### src/rtl/quadrature_encode.sv
// Quadrature encoder: steps A/B (and a matching position count) toward a
// loaded target, one Gray-code step per `divider` clocks, taking the shorter
// way around the modulo-2^width circle.
module quadrature_encode #(
    parameter int unsigned width   = 8,
    parameter int unsigned divider = 4
) (
    input  logic             clk,
    input  logic             rst,
    input  logic [width-1:0] target,
    input  logic             load,
    output logic             A,
    output logic             B,
    output logic [width-1:0] position,
    output logic             busy
);

    localparam int unsigned CNT_W = (divider > 1) ? $clog2(divider) : 1;
    localparam logic [CNT_W-1:0] CNT_MAX = CNT_W'(divider - 1);
    // Half of the circle: a difference of exactly this much still goes forward.
    localparam logic [width-1:0] HALF = {1'b1, {(width-1){1'b0}}};

    logic [width-1:0] pos_q, pos_d;
    logic [width-1:0] tgt_q, tgt_d;
    logic [CNT_W-1:0] cnt_q, cnt_d;
    logic             a_q, a_d;
    logic             b_q, b_d;
    logic [width-1:0] diff;
    logic             fwd;
    logic             step;

    assign busy     = (pos_q != tgt_q);
    assign position = pos_q;
    assign A        = a_q;
    assign B        = b_q;

    // Next-state: target capture, direction choice, step pacing, phase outputs.
    always_comb begin
        tgt_d = tgt_q;
        pos_d = pos_q;
        cnt_d = cnt_q;
        diff  = tgt_q - pos_q;
        fwd   = (diff != '0) && (diff <= HALF);
        step  = busy && (cnt_q == CNT_MAX);

        // A load on a stepping edge only affects the following steps.
        if (load) begin
            tgt_d = target;
        end

        if (step) begin
            pos_d = fwd ? (pos_q + width'(1)) : (pos_q - width'(1));
        end

        // Idle parks the counter at its terminal value so a new move starts
        // on the very next edge.
        if (!busy) begin
            cnt_d = CNT_MAX;
        end else if (step) begin
            cnt_d = '0;
        end else begin
            cnt_d = cnt_q + CNT_W'(1);
        end

        a_d = pos_d[1];
        b_d = pos_d[1] ^ pos_d[0];
    end

    // State register; reset aborts any motion in progress.
    always_ff @(posedge clk or posedge rst) begin
        if (rst) begin
            pos_q <= '0;
            tgt_q <= '0;
            cnt_q <= CNT_MAX;
            a_q   <= 1'b0;
            b_q   <= 1'b0;
        end else begin
            pos_q <= pos_d;
            tgt_q <= tgt_d;
            cnt_q <= cnt_d;
            a_q   <= a_d;
            b_q   <= b_d;
        end
    end

endmodule

### config.mk
export PLATFORM = sky130hd
export DESIGN_NAME = quadrature_encode
export DESIGN_NICKNAME = d
export VERILOG_FILES = /design/src/rtl/quadrature_encode.sv
export SDC_FILE = /design/constraint.sdc
export NUM_CORES = 1
export LEC_CHECK = 0
export ABC_AREA = 0
export CORE_AREA = 2 2 64 66
export CTS_CLUSTER_DIAMETER = 100
export DETAILED_ROUTE_END_ITERATION = 6
export DIE_AREA = 0 0 66 68
export HOLD_SLACK_MARGIN = 0.02
export SLEW_MARGIN = 20
export SYNTH_ARGS = -nofsm -noshare
export SYNTH_HDL_FRONTEND = slang
export SYNTH_SLANG_ARGS = --single-unit
### constraint.sdc
create_clock -name clk -period 4.46 [get_ports clk]
set_input_delay 0.892 -clock clk [delete_from_list [all_inputs] [get_ports clk]]
set_output_delay 0.892 -clock clk [all_outputs]
set_load 0.005 [all_outputs]
After elaboration in Yosys (flattened, before gate mapping)
Index checks and enable logic that the tools add are counted.
{"block": "op_classes", "magnitude_cmp": 1, "n_eq_ne": 2, "bitwise_logic": 1, "n_reduce_logical": 3, "add_sub_neg": 4, "muxes": 4}
{"cell": "adder 8 x 1 -> 8 bit (second input constant)", "n": 1}
{"cell": "less-or-equal comparator 8 bit (second input constant)", "n": 1}
{"cell": "two-way mux 8 bit", "n": 1}
{"cell": "!= test 8 bit", "n": 1}
{"cell": "nonzero test 8 bit", "n": 1}
{"cell": "subtractor 8 x 1 -> 8 bit (second input constant)", "n": 1}
{"cell": "subtractor 8 bit", "n": 1}
{"cell": "two-way mux 2 bit", "n": 3}
{"cell": "adder 2 x 1 -> 2 bit (second input constant)", "n": 1}
{"cell": "== test 2 bit (second input constant)", "n": 1}
{"cell": "logical AND 1 bit", "n": 2}
{"cell": "XOR 1 bit", "n": 1}
{"block": "totals", "regBits": 20, "out_inout_bits": 11, "word_cells": 21}

Logic depth before layout (Yosys ltp)
Gate-level depths: netlist (run 1).
{"block": "depth", "word_depth": 6, "ltp_mapped": 15, "mapped_depth_nobuf": 15}

Worst setup path before layout (run 1)
OpenSTA, ideal clock, no wires.
{"block": "synth_timing", "path_kind": "reg2reg", "from": "register pos_q[3] (netlist: position[3])", "to": "register pos_q[7] (netlist: position[7])", "arrival_time_ns": 3.181, "period_less_slack_ns": 3.309, "stages_incl_launch_ff": 15, "setup_ns": 0.128, "setup_slack_ns": 1.151, "cell_sequence": "dfrtp_1 > inv_1 > ha_1 > or3_1 > a211oi_1 > o31ai_2 > xnor2_2 > ha_1 > a21oi_1 > nor2b_1 > a311o_1 > a31oi_1 > nand2b_1 > mux2i_1 > xor2_1"}
{"block": "synth_via", "elab_chain_cells": 4, "word_cells_on_any_way": 9, "classes_between": "3 x add/sub; 1 x order compare; 1 x eq/ne; 1 x mux; 3 x reduce/logical"}
{"element": "start: declaration", "line_no": "23", "text": "logic [width-1:0] pos_q, pos_d;"}
{"element": "start signal: assignment", "line_no": "78", "text": "pos_q <= pos_d;"}
{"element": "subtractor 8 bit", "line_no": "42", "text": "diff = tgt_q - pos_q;"}
{"element": "less-or-equal comparator 8 bit or nonzero test 8 bit (tied branches)", "line_no": "43", "text": "fwd = (diff != '0) && (diff <= HALF);"}
{"element": "logical AND 1 bit", "line_no": "43"}
{"element": "two-way mux 8 bit", "line_no": "52", "text": "pos_d = fwd ? (pos_q + width'(1)) : (pos_q - width'(1));"}
Several ways; a longest one is shown, not always the timed one.
A chain may end at the register's enable or synchronous reset.

Worst setup path in the final report (run 1)
Ends and elaborated chain as after synthesis.

==> metrics.md, run 1 <==
| Metric | Value |
|---|---|
| Status | `finished, final reports clean` |
| Cells after Synth | `121` |
| Final Net Count | `170` |
| Cts-stage hold buffer count | `0` |
| Std cell rows | `23` |
| Layout Cells excl Fill | `193` |
| Cell taking the most area after synthesis | `dfrtp_1` |
| GRT Overall Usage | `11.9%` |
| Warnings, synthesis | `0` |
| N_diodes | `0` |
| Core area | `3860 sq um` |
| Worst-Skew Late Latency | `0.26 ns` |
| Ys async rst share | `100%` |
| Top-area cell type share of the netlist area | `33.7%` |
| Hold Path Sink | `tgt_q[4]` |
| Largest net degree at the start of global routing | `20` |
| Synth Cell Area | `1260 sq um` |
| Min-delay src | `tgt_q[4]` |
| Count leader, synth | `dfrtp_1` |
| Final Critical Period | `3.60 ns` |
| First-pass GRT wire length | `3930 um` |
| Clk_skew | `0.00188 ns` |
| Post-route clock period utilization | `80.7%` |
| Post-synth cell types | `34` |
| Clock Tree Root | `clkbuf_8` |
| Area growth syn-to-layout | `24.0%` |
| Cells after DPL | `189` |
| Reg2reg end | `position[7]` |
| Worst Tran Pin Value | `0.718 ns` |
| Crit Path Category | `flip-flop to flip-flop` |
| GPL Wtd Cong | `0.808` |
| Vias per inst | `4.70` |
| Post-synth EDFFs | `0` |
| Sequential share of the synthesized area | `37.9%` |
| Filler cell count in the final layout | `392` |
| HPWL Detailed | `1840 um` |
| Post_cts resized | `0` |
| Max H-tree Level | `1` |
| DRT Wirelength | `2390 um` |
| GRT Residual Overflow | `0` |
| WP data arrival | `3.74 ns` |
| Final Cell Area | `1560 sq um` |
| Initial core utilization | `32.7%` |
| Cells on Worst Hold Path | `1` |
| Post-synth top cells | `17 x dfrtp_1, 14 x ha_1, 11 x nand2_1` |
| RSZ-0062 raised after global routing | `false` |
| Crit-path max FO | `8` |
| Initial antenna violation count | `0` |
| Initial DRT Pass Iterations | `4` |
| Vias | `908` |
| Clk slew on worst S/H paths | `0.07 ns` |
| Die height | `68 um` |
| Final setup viols | `0` |
| Avg Cell Area, Syn | `10.4 sq um` |
| Critical Path RT | `4.60 ns` |
| DR iter-0 viols | `33` |
| Area post-placement | `1520 sq um` |
| Rel. slew slack | `52.1%` |
| Startpoint types | `flip-flop` |
| DR DRC count | `0` |
| Post-DR wirelength/cell | `12.4 um` |
| R2R Path Start | `position[3]` |
| CTS tree | `yes` |
| Syn Nets | `147` |
| Layout cells sized above 1 | `11.2%` |
| Final slew viol count | `0` |
| Post-route ant nets | `0` |
| CTS buffer count | `3` |
| Post-CTS setup buffers | `0` |
| Fin. Hold Viols | `0` |
| Worst min path class | `flip-flop to flip-flop` |
| Hold Slack | `0.516 ns` |
| Total negative setup slack | `0 ns` |
| Deepest clock path buffer count | `2` |
| Die area | `4490 sq um` |
| Crit. End Element | `flip-flop` |
| Max-Cap Viols | `0` |
| CTS Sinks | `19` |
| Die width | `66 um` |
| IO Count | `22` |
| Main flop type after synthesis | `dfrtp_1` |
| Reg2reg path depth | `14` |
| FMAX | `278 MHz` |
| Vias in the first global route | `856` |
| Port bufs | `21` |
| Yosys reg bits | `19` |
| Reg-to-reg slack, setup | `0.86 ns` |
| Synth top area cells | `dfrtp_1 34%, ha_1 14%, mux2_2 6.3%, xnor2_1 4.9%, dfstp_2 4.2%` |
worst max-delay path: stages (launching register included):
cell and delay [ns]:
dfrtp_1 0.39, inv_1 0.07, ha_1 0.34, or3_1 0.38, a211oi_1 0.29, o31ai_2 0.13, xnor2_2 0.38, ha_1 0.37
a21oi_1 0.16, nor2b_1 0.05, a311o_1 0.34, a31oi_1 0.21, nand2b_1 0.13, mux2i_1 0.07, xor2_1 0.16
cell type report:
class                      instances  area [sq um]  share of cell area, %
timing repair buffer              21           210                   13.4
inverter                           8          30.0                   1.92
tap                               50          62.6                   4.00
sequential                        19           478                   30.6
multi-input combinational         91           738                   47.2
clock buffer                       4          45.0                   2.88
cells in the final DEF, fill, tap and decap left out, drive strengths merged:
master,Yosys,routed
a311o,1,1
a21o,4,4
o21a,2,2
a21boi,1,1
a211oi,2,2
xnor2,8,8
clkbuf,2,4
nand4,1,1
dfrtp,17,17
o22ai,1,1
nand2b,4,4
fa,1,1
and3,3,3
o2111a,1,1
nor4bb,1,1
clkdlybuf4s50,0,21
nand2,11,11
ha,14,14
nor2,3,3
dfstp,2,2
nor2b,2,2
o21ai,8,8
a21oi,5,5
and2,1,1
xor2,4,4
inv,8,8
mux2i,1,1
nand3b,1,1
mux2,7,7
or3,1,1
a31oi,1,1
or4,1,1
o31ai,1,1
flip-flops by register name, indices dropped and copies added (netlist names):
signal / cells
tgt_q: 8
cnt_q: 2
position: 8
B: 1
stage by stage:
| step | util (%) | setup slack, ns |
|---|---|---|
| final | 40.6 | 0.861 |
| after CTS | 40.6 | 0.832 |
| after detailed placement | 39.4 | 0.856 |
| after global placement | 39.4 | 0.966 |
| after floorplan | - | 1.15 |
| after global routing | 40.6 | 0.484 |
per-layer routing:
metal	global-route usage (%)	vias up	share of wire, %
li1	-	471	-
met1	16.2	407	49
met2	17.4	26	42
met3	3.78	4	7.6
met4	4.59	0	1.4
met5	0	-	0
how the worst max path moves through the flow:
stage                 from  cells past startpoint     endpoint  slack (ns)
6_report       position[3]                     14  position[7]        0.86
5_1_grt        position[1]                     15  position[7]        0.48
4_1_cts        position[3]                     14  position[7]        0.83
3_5_place_dp   position[3]                     14  position[7]        0.86
3_3_place_gp   position[3]                     14  position[7]        0.97
2_1_floorplan  position[3]                     14  position[7]        1.15
cells by family (layout without fill, tap and decap cells):
group,after synthesis,count (layout),share of synthesized area [%]
AND/OR/NAND/NOR,29,29,12.4
AO/OA/AOI/OAI,27,27,14.7
flip-flops,19,19,37.9
adder cells (fa/ha/maj),15,15,15.5
XOR/XNOR,12,12,8.93
buffers and inverters,11,33,3.57
multiplexers,8,8,7.04
Power of run 1 is left out: the tool's default activity adds up to more than one toggle a clock period on the data nets, which glitch-free logic cannot reach.
==> run 2: changes to the inputs <==
==> constraint.sdc (replaced) <==
create_clock -name clk -period 3.1 [get_ports clk]
set_input_delay 0.62 -clock clk [delete_from_list [all_inputs] [get_ports clk]]
set_output_delay 0.62 -clock clk [all_outputs]
set_load 0.005 [all_outputs]
==> metrics.md, run 2 (synthesis gave the netlist of run 1 again) <==
| Metric | Value |
|---|---|
| DRT Wirelength | `2950 um (+24%)` |
| DP Worst Slack | `-0.210 ns (-1.07 ns)` |
| Initial antenna violation count | `0 (unchanged)` |
| Hold Path Sink | `tgt_q[6]` |
| Clk slew on worst S/H paths | `0.08 ns (about the same)` |
| Fin. Hold Viols | `0 (unchanged)` |
| Vias | `1,040 (+15%)` |
| Setup ws final | `-0.108 ns (-0.969 ns)` |
| Layout cells sized above 1 | `40.2% (+29 points)` |
| Max H-tree Level | `1 (unchanged)` |
| Crit. End Element | `flip-flop` |
| Cts-stage hold buffer count | `0 (unchanged)` |
| Status | `finished, violations left` |
| Cells on Worst Hold Path | `1 (unchanged)` |
| First-pass GRT wire length | `4830 um (+23%)` |
| Final Net Count | `196 (+15%)` |
| CTS tree | `yes` |
| Worst min path class | `flip-flop to flip-flop` |
| Largest net degree at the start of global routing | `20 (unchanged)` |
| Total negative setup slack | `-0.108 ns (-0.108 ns)` |
| Port bufs | `21 (unchanged)` |
| Vias per inst | `4.75 (+0.94%)` |
| Post-DR wirelength/cell | `13.5 um (+8.9%)` |
| Min-delay src | `tgt_q[6]` |
| Vias in the first global route | `1,107 (+29%)` |
| DR DRC count | `0 (unchanged)` |
| Die width | `66 um (unchanged)` |
| Final Critical Period | `3.21 ns (-0.391 ns)` |
| DR iter-0 viols | `23 (-30%)` |
| Final setup viols | `1 (+1)` |
| IO Count | `22 (unchanged)` |
| Crit Path Category | `flip-flop to flip-flop` |
| Worst Tran Pin Value | `0.725 ns (+0.00729 ns)` |
| GRT Overall Usage | `14.0% (+2.2 points)` |
| Core area | `3860 sq um (unchanged)` |
| Fin util | `50.2% (+9.7 points)` |
| GRT Residual Overflow | `0 (unchanged)` |
| Clk_skew | `0.00208 ns (+0.000198 ns)` |
| HPWL Detailed | `2280 um (+24%)` |
| Reg-to-reg slack, setup | `-0.11 ns (-0.97 ns)` |
| Hold Slack | `0.523 ns (+0.00674 ns)` |
| Most frequent cells in the layout | `25 x buf_4, 21 x clkdlybuf4s50_1, 17 x dfrtp_1, 10 x nand2_1, 8 x ha_1` |
| FMAX | `312 MHz (+12%)` |
| GPL Wtd Cong | `0.782 (-3.2%)` |
| Reg2reg path depth | `12 (-2)` |
| Std cell rows | `23 (unchanged)` |
| Initial DRT Pass Iterations | `4 (unchanged)` |
| Failing checks | `negative setup slack` |
| R2R Path Start | `tgt_q[4]` |
| N_diodes | `0 (unchanged)` |
| Crit-path max FO | `6 (-2)` |
| Area growth syn-to-layout | `53.6%` |
| Die area | `4490 sq um (unchanged)` |
| Clock Tree Root | `clkbuf_8` |
| Initial core utilization | `32.7% (unchanged)` |
| Worst-Skew Late Latency | `0.25 ns (about the same)` |
| Max-Cap Viols | `0 (unchanged)` |
| Commonest non-fill, non-tap cell in the layout | `buf_4` |
| Startpoint types | `flip-flop` |
| Reg2reg end | `position[7]` |
| CTS Sinks | `19 (unchanged)` |
| WP data arrival | `3.35 ns (-0.39 ns)` |
| Deepest clock path buffer count | `2 (unchanged)` |
| Rel. slew slack | `51.6% (-0.49 points)` |
| Final slew viol count | `0 (unchanged)` |
| RSZ-0062 raised after global routing | `true` |
| Post-route ant nets | `0 (unchanged)` |
| Die height | `68 um (unchanged)` |
| CTS buffer count | `3 (unchanged)` |
| Filler cell count in the final layout | `385 (-1.8%)` |
| Critical Path RT | `3.24 ns (-1.36 ns)` |
| Post-route clock period utilization | `103% (+23 points)` |
run 2: cell count changes in the layout (fill, tap and decap cells not counted), sizes merged:
cell    previous run  this run
buf                0        26
clkinv             0         1
clkbuf             4         3
run 2: metrics by stage:
step | std cells | cell area, sq um
2_1_floorplan | 121 | 1330
3_3_place_gp | 213 | 1770
3_5_place_dp | 213 | 1770
4_1_cts | 218 | 1850
5_1_grt | 219 | 1940
6_report | 219 | 1940
run 2: area by class of cell:
cell class	count	area (sq um)	area share (%)
clock buffer	3	41.3	2.13
clock inverter	1	5.00	0.258
inverter	8	30.0	1.55
multi-input combinational	91	911	47.0
sequential	19	478	24.7
tap	50	62.6	3.23
timing repair buffer	47	409	21.1
run 2: worst max path at each step:
stage                            from           to  slack (ns)  depth (start not counted)
after floorplan           position[4]  position[7]       -0.06                         14
after global placement    position[4]  position[6]       -0.19                         15
after detailed placement  position[4]  position[6]       -0.21                         15
after CTS                 position[4]  position[7]       -0.19                         15
after global routing      position[6]  position[7]       -0.26                         13
final                        tgt_q[4]  position[7]       -0.11                         12
run 2: repair_timing:
item | in CTS | in global routing
resized for setup | 6 | 16
endpoints found under the setup margin | 4 | 4
pin swaps | 13 | 15
gates cloned | 0 | 0
buffers inserted | 1 | 1
run 2: per-layer routing:
layer	global-route usage [%]	wire length, um
met5	0	0
met2	25.6	1510
met4	3.06	8
met1	17.5	1300
met3	2.14	129
run 2: worst max-delay path: stages (launching register included):
cell and delay [ns]:
dfrtp_1 0.42, ha_4 0.26, or3_4 0.38, a211oi_4 0.25, o31ai_4 0.09, xnor2_2 0.32, ha_1 0.32, buf_6 0.13
a311o_1 0.36, a31oi_1 0.17, nand2b_1 0.13, mux2i_1 0.08, xor2_1 0.16
Power of run 2 is left out for the same reason.
==> run 3: changes to the inputs <==
--- a/config.mk
+++ b/config.mk
@@ -15,3 +15,4 @@
 export SYNTH_ARGS = -nofsm -noshare
 export SYNTH_HDL_FRONTEND = slang
 export SYNTH_SLANG_ARGS = --single-unit
+export TNS_END_PERCENT = 20
==> metrics.md, run 3 (synthesis gave the netlist of run 1 again) <==
| Metric | Value |
|---|---|
| Status | `finished, violations left` |
| Failing checks | `negative setup slack` |
| Startpoint types | `flip-flop` |
| DR top layer | `met4` |
| Layout cells sized above 1 | `39.1% (-1.2 points)` |
| Deepest clock path buffer count | `2 (unchanged)` |
| Crit-path max FO | `6 (unchanged)` |
| Worst Tran Pin Value | `0.725 ns (-0.000125 ns)` |
| Total negative setup slack | `-0.124 ns (-0.0155 ns)` |
| Clock Tree Root | `clkbuf_8` |
| GRT Residual Overflow | `0 (unchanged)` |
| Fin. Hold Viols | `0 (unchanged)` |
| Final slew viol count | `0 (unchanged)` |
| Commonest non-fill, non-tap cell in the layout | `buf_4` |
| CTS tree | `yes` |
| Die area | `4490 sq um (unchanged)` |
| N_diodes | `0 (unchanged)` |
| WL met2 | `1460 um (-3.8%)` |
| Area post-placement | `1770 sq um (unchanged)` |
| Initial antenna violation count | `0 (unchanged)` |
| Post-route ant nets | `0 (unchanged)` |
| WP data arrival | `3.36 ns (about the same)` |
| Largest net degree at the start of global routing | `20 (unchanged)` |
| Max H-tree Level | `1 (unchanged)` |
| Clk_skew | `0.00109 ns (-0.000987 ns)` |
| GPL Wtd Cong | `0.782 (unchanged)` |
| CTS Sinks | `19 (unchanged)` |
| FMAX | `310 MHz (-0.43%)` |
| Std cell rows | `23 (unchanged)` |
| DRT met1 WL | `1310 um (+0.69%)` |
| RSZ-0062 raised after global routing | `true` |
| GRT Overall Usage | `14.0% (unchanged)` |
| Initial DRT Pass Iterations | `4 (unchanged)` |
| Die height | `68 um (unchanged)` |
| DR iter-0 viols | `21 (-8.7%)` |
| Worst-Skew Late Latency | `0.25 ns (about the same)` |
| DP Worst Slack | `-0.210 ns (unchanged)` |
| Final setup viols | `2 (+1)` |
| Die width | `66 um (unchanged)` |
| Core area | `3860 sq um (unchanged)` |
| Crit Path Category | `flip-flop to flip-flop` |
| CTS buffer count | `3 (unchanged)` |
| Worst min path class | `flip-flop to flip-flop` |
| HPWL Detailed | `2280 um (unchanged)` |
| Critical Path RT | `3.24 ns (about the same)` |
| IO Count | `22 (unchanged)` |
| Max-Cap Viols | `0 (unchanged)` |
| Final Net Count | `196 (unchanged)` |
| Vias in the first global route | `1,107 (unchanged)` |
| Setup ws final | `-0.122 ns (-0.0138 ns)` |
| Vias | `1,029 (-1.1%)` |
| Port bufs | `21 (unchanged)` |
| Final Cell Area | `1930 sq um (-0.58%)` |
| Post-route clock period utilization | `104% (+0.45 points)` |
| Most frequent cells in the layout | `25 x buf_4, 21 x clkdlybuf4s50_1, 17 x dfrtp_1, 10 x nand2_1, 8 x ha_1` |
| Crit. End Element | `flip-flop` |
| Post-DR wirelength/cell | `13.2 um (-1.8%)` |
| Final Critical Period | `3.22 ns (+0.0138 ns)` |
| DR DRC count | `0 (unchanged)` |
| First-pass GRT wire length | `4830 um (unchanged)` |
| Rel. slew slack | `51.6% (about the same)` |
| Met3 wire length | `122 um (-5.4%)` |
| Area growth syn-to-layout | `52.7%` |
| Filler cell count in the final layout | `382 (-0.78%)` |
| Vias per inst | `4.70 (-1.1%)` |
| Initial core utilization | `32.7% (unchanged)` |
| Clk slew on worst S/H paths | `0.08 ns (about the same)` |
| DRT Wirelength | `2900 um (-1.8%)` |
## run 3: metal layers
| metal | track usage, % | vias up |
|---|---|---|
| li1 | - | 522 |
| met1 | 17.5 | 485 |
| met2 | 25.6 | 20 |
| met3 | 2.14 | 2 |
| met4 | 3.06 | 0 |
| met5 | 0 | - |
## run 3: worst max-delay path: stages (launching register included)
cell      delay [ns]
dfrtp_1         0.39
inv_2           0.08
ha_4            0.20
or3_4           0.38
a211oi_4        0.25
o31ai_4         0.09
xnor2_2         0.32
ha_1            0.32
buf_6           0.13
a311o_1         0.36
a31oi_1         0.18
nand2b_1        0.14
mux2i_1         0.08
xor2_1          0.16
## run 3: worst paths after layout
path / startpoint / endpoint / slack [ns] / cells after the start
setup / recovery: position[4] / position[7] / -0.12 / 13
hold / removal: tgt_q[6] / tgt_q[6] / 0.52 / 1
hold reg to reg: tgt_q[6] / tgt_q[6] / 0.52 / 1
max in group asynchronous: rst / tgt_q[2] / 1.87 / 2
min in group asynchronous: rst / tgt_q[5] / 0.78 / 2
setup reg to reg: position[4] / position[7] / -0.12 / 13
## run 3: layout make-up
cell class                 instances  area (sq um)  share of cell area (%)
sequential                        19           478                    24.8
clock inverter                     1          5.00                   0.260
clock buffer                       3          41.3                    2.14
tap                               50          62.6                    3.25
timing repair buffer              47           409                    21.2
multi-input combinational         91           900                    46.7
inverter                           8          30.0                    1.56
## run 3: through the flow
step / hold WS [ns] / cells / utilization [%]
global placement: 0.502 / 213 / 45.8
detailed placement: 0.507 / 213 / 45.8
global route: 0.552 / 219 / 49.9
finish: 0.522 / 219 / 49.9
floorplan: 0.485 / 121 / -
CTS: 0.528 / 218 / 48.0
## run 3: timing repair
action                                  CTS  global route
endpoints found under the setup margin    4             4
gates resized for setup                   6            14
setup buffers                             1             1
pin swaps                                13            13
hold buffers                              0             0
Power of run 3 is left out for the same reason.
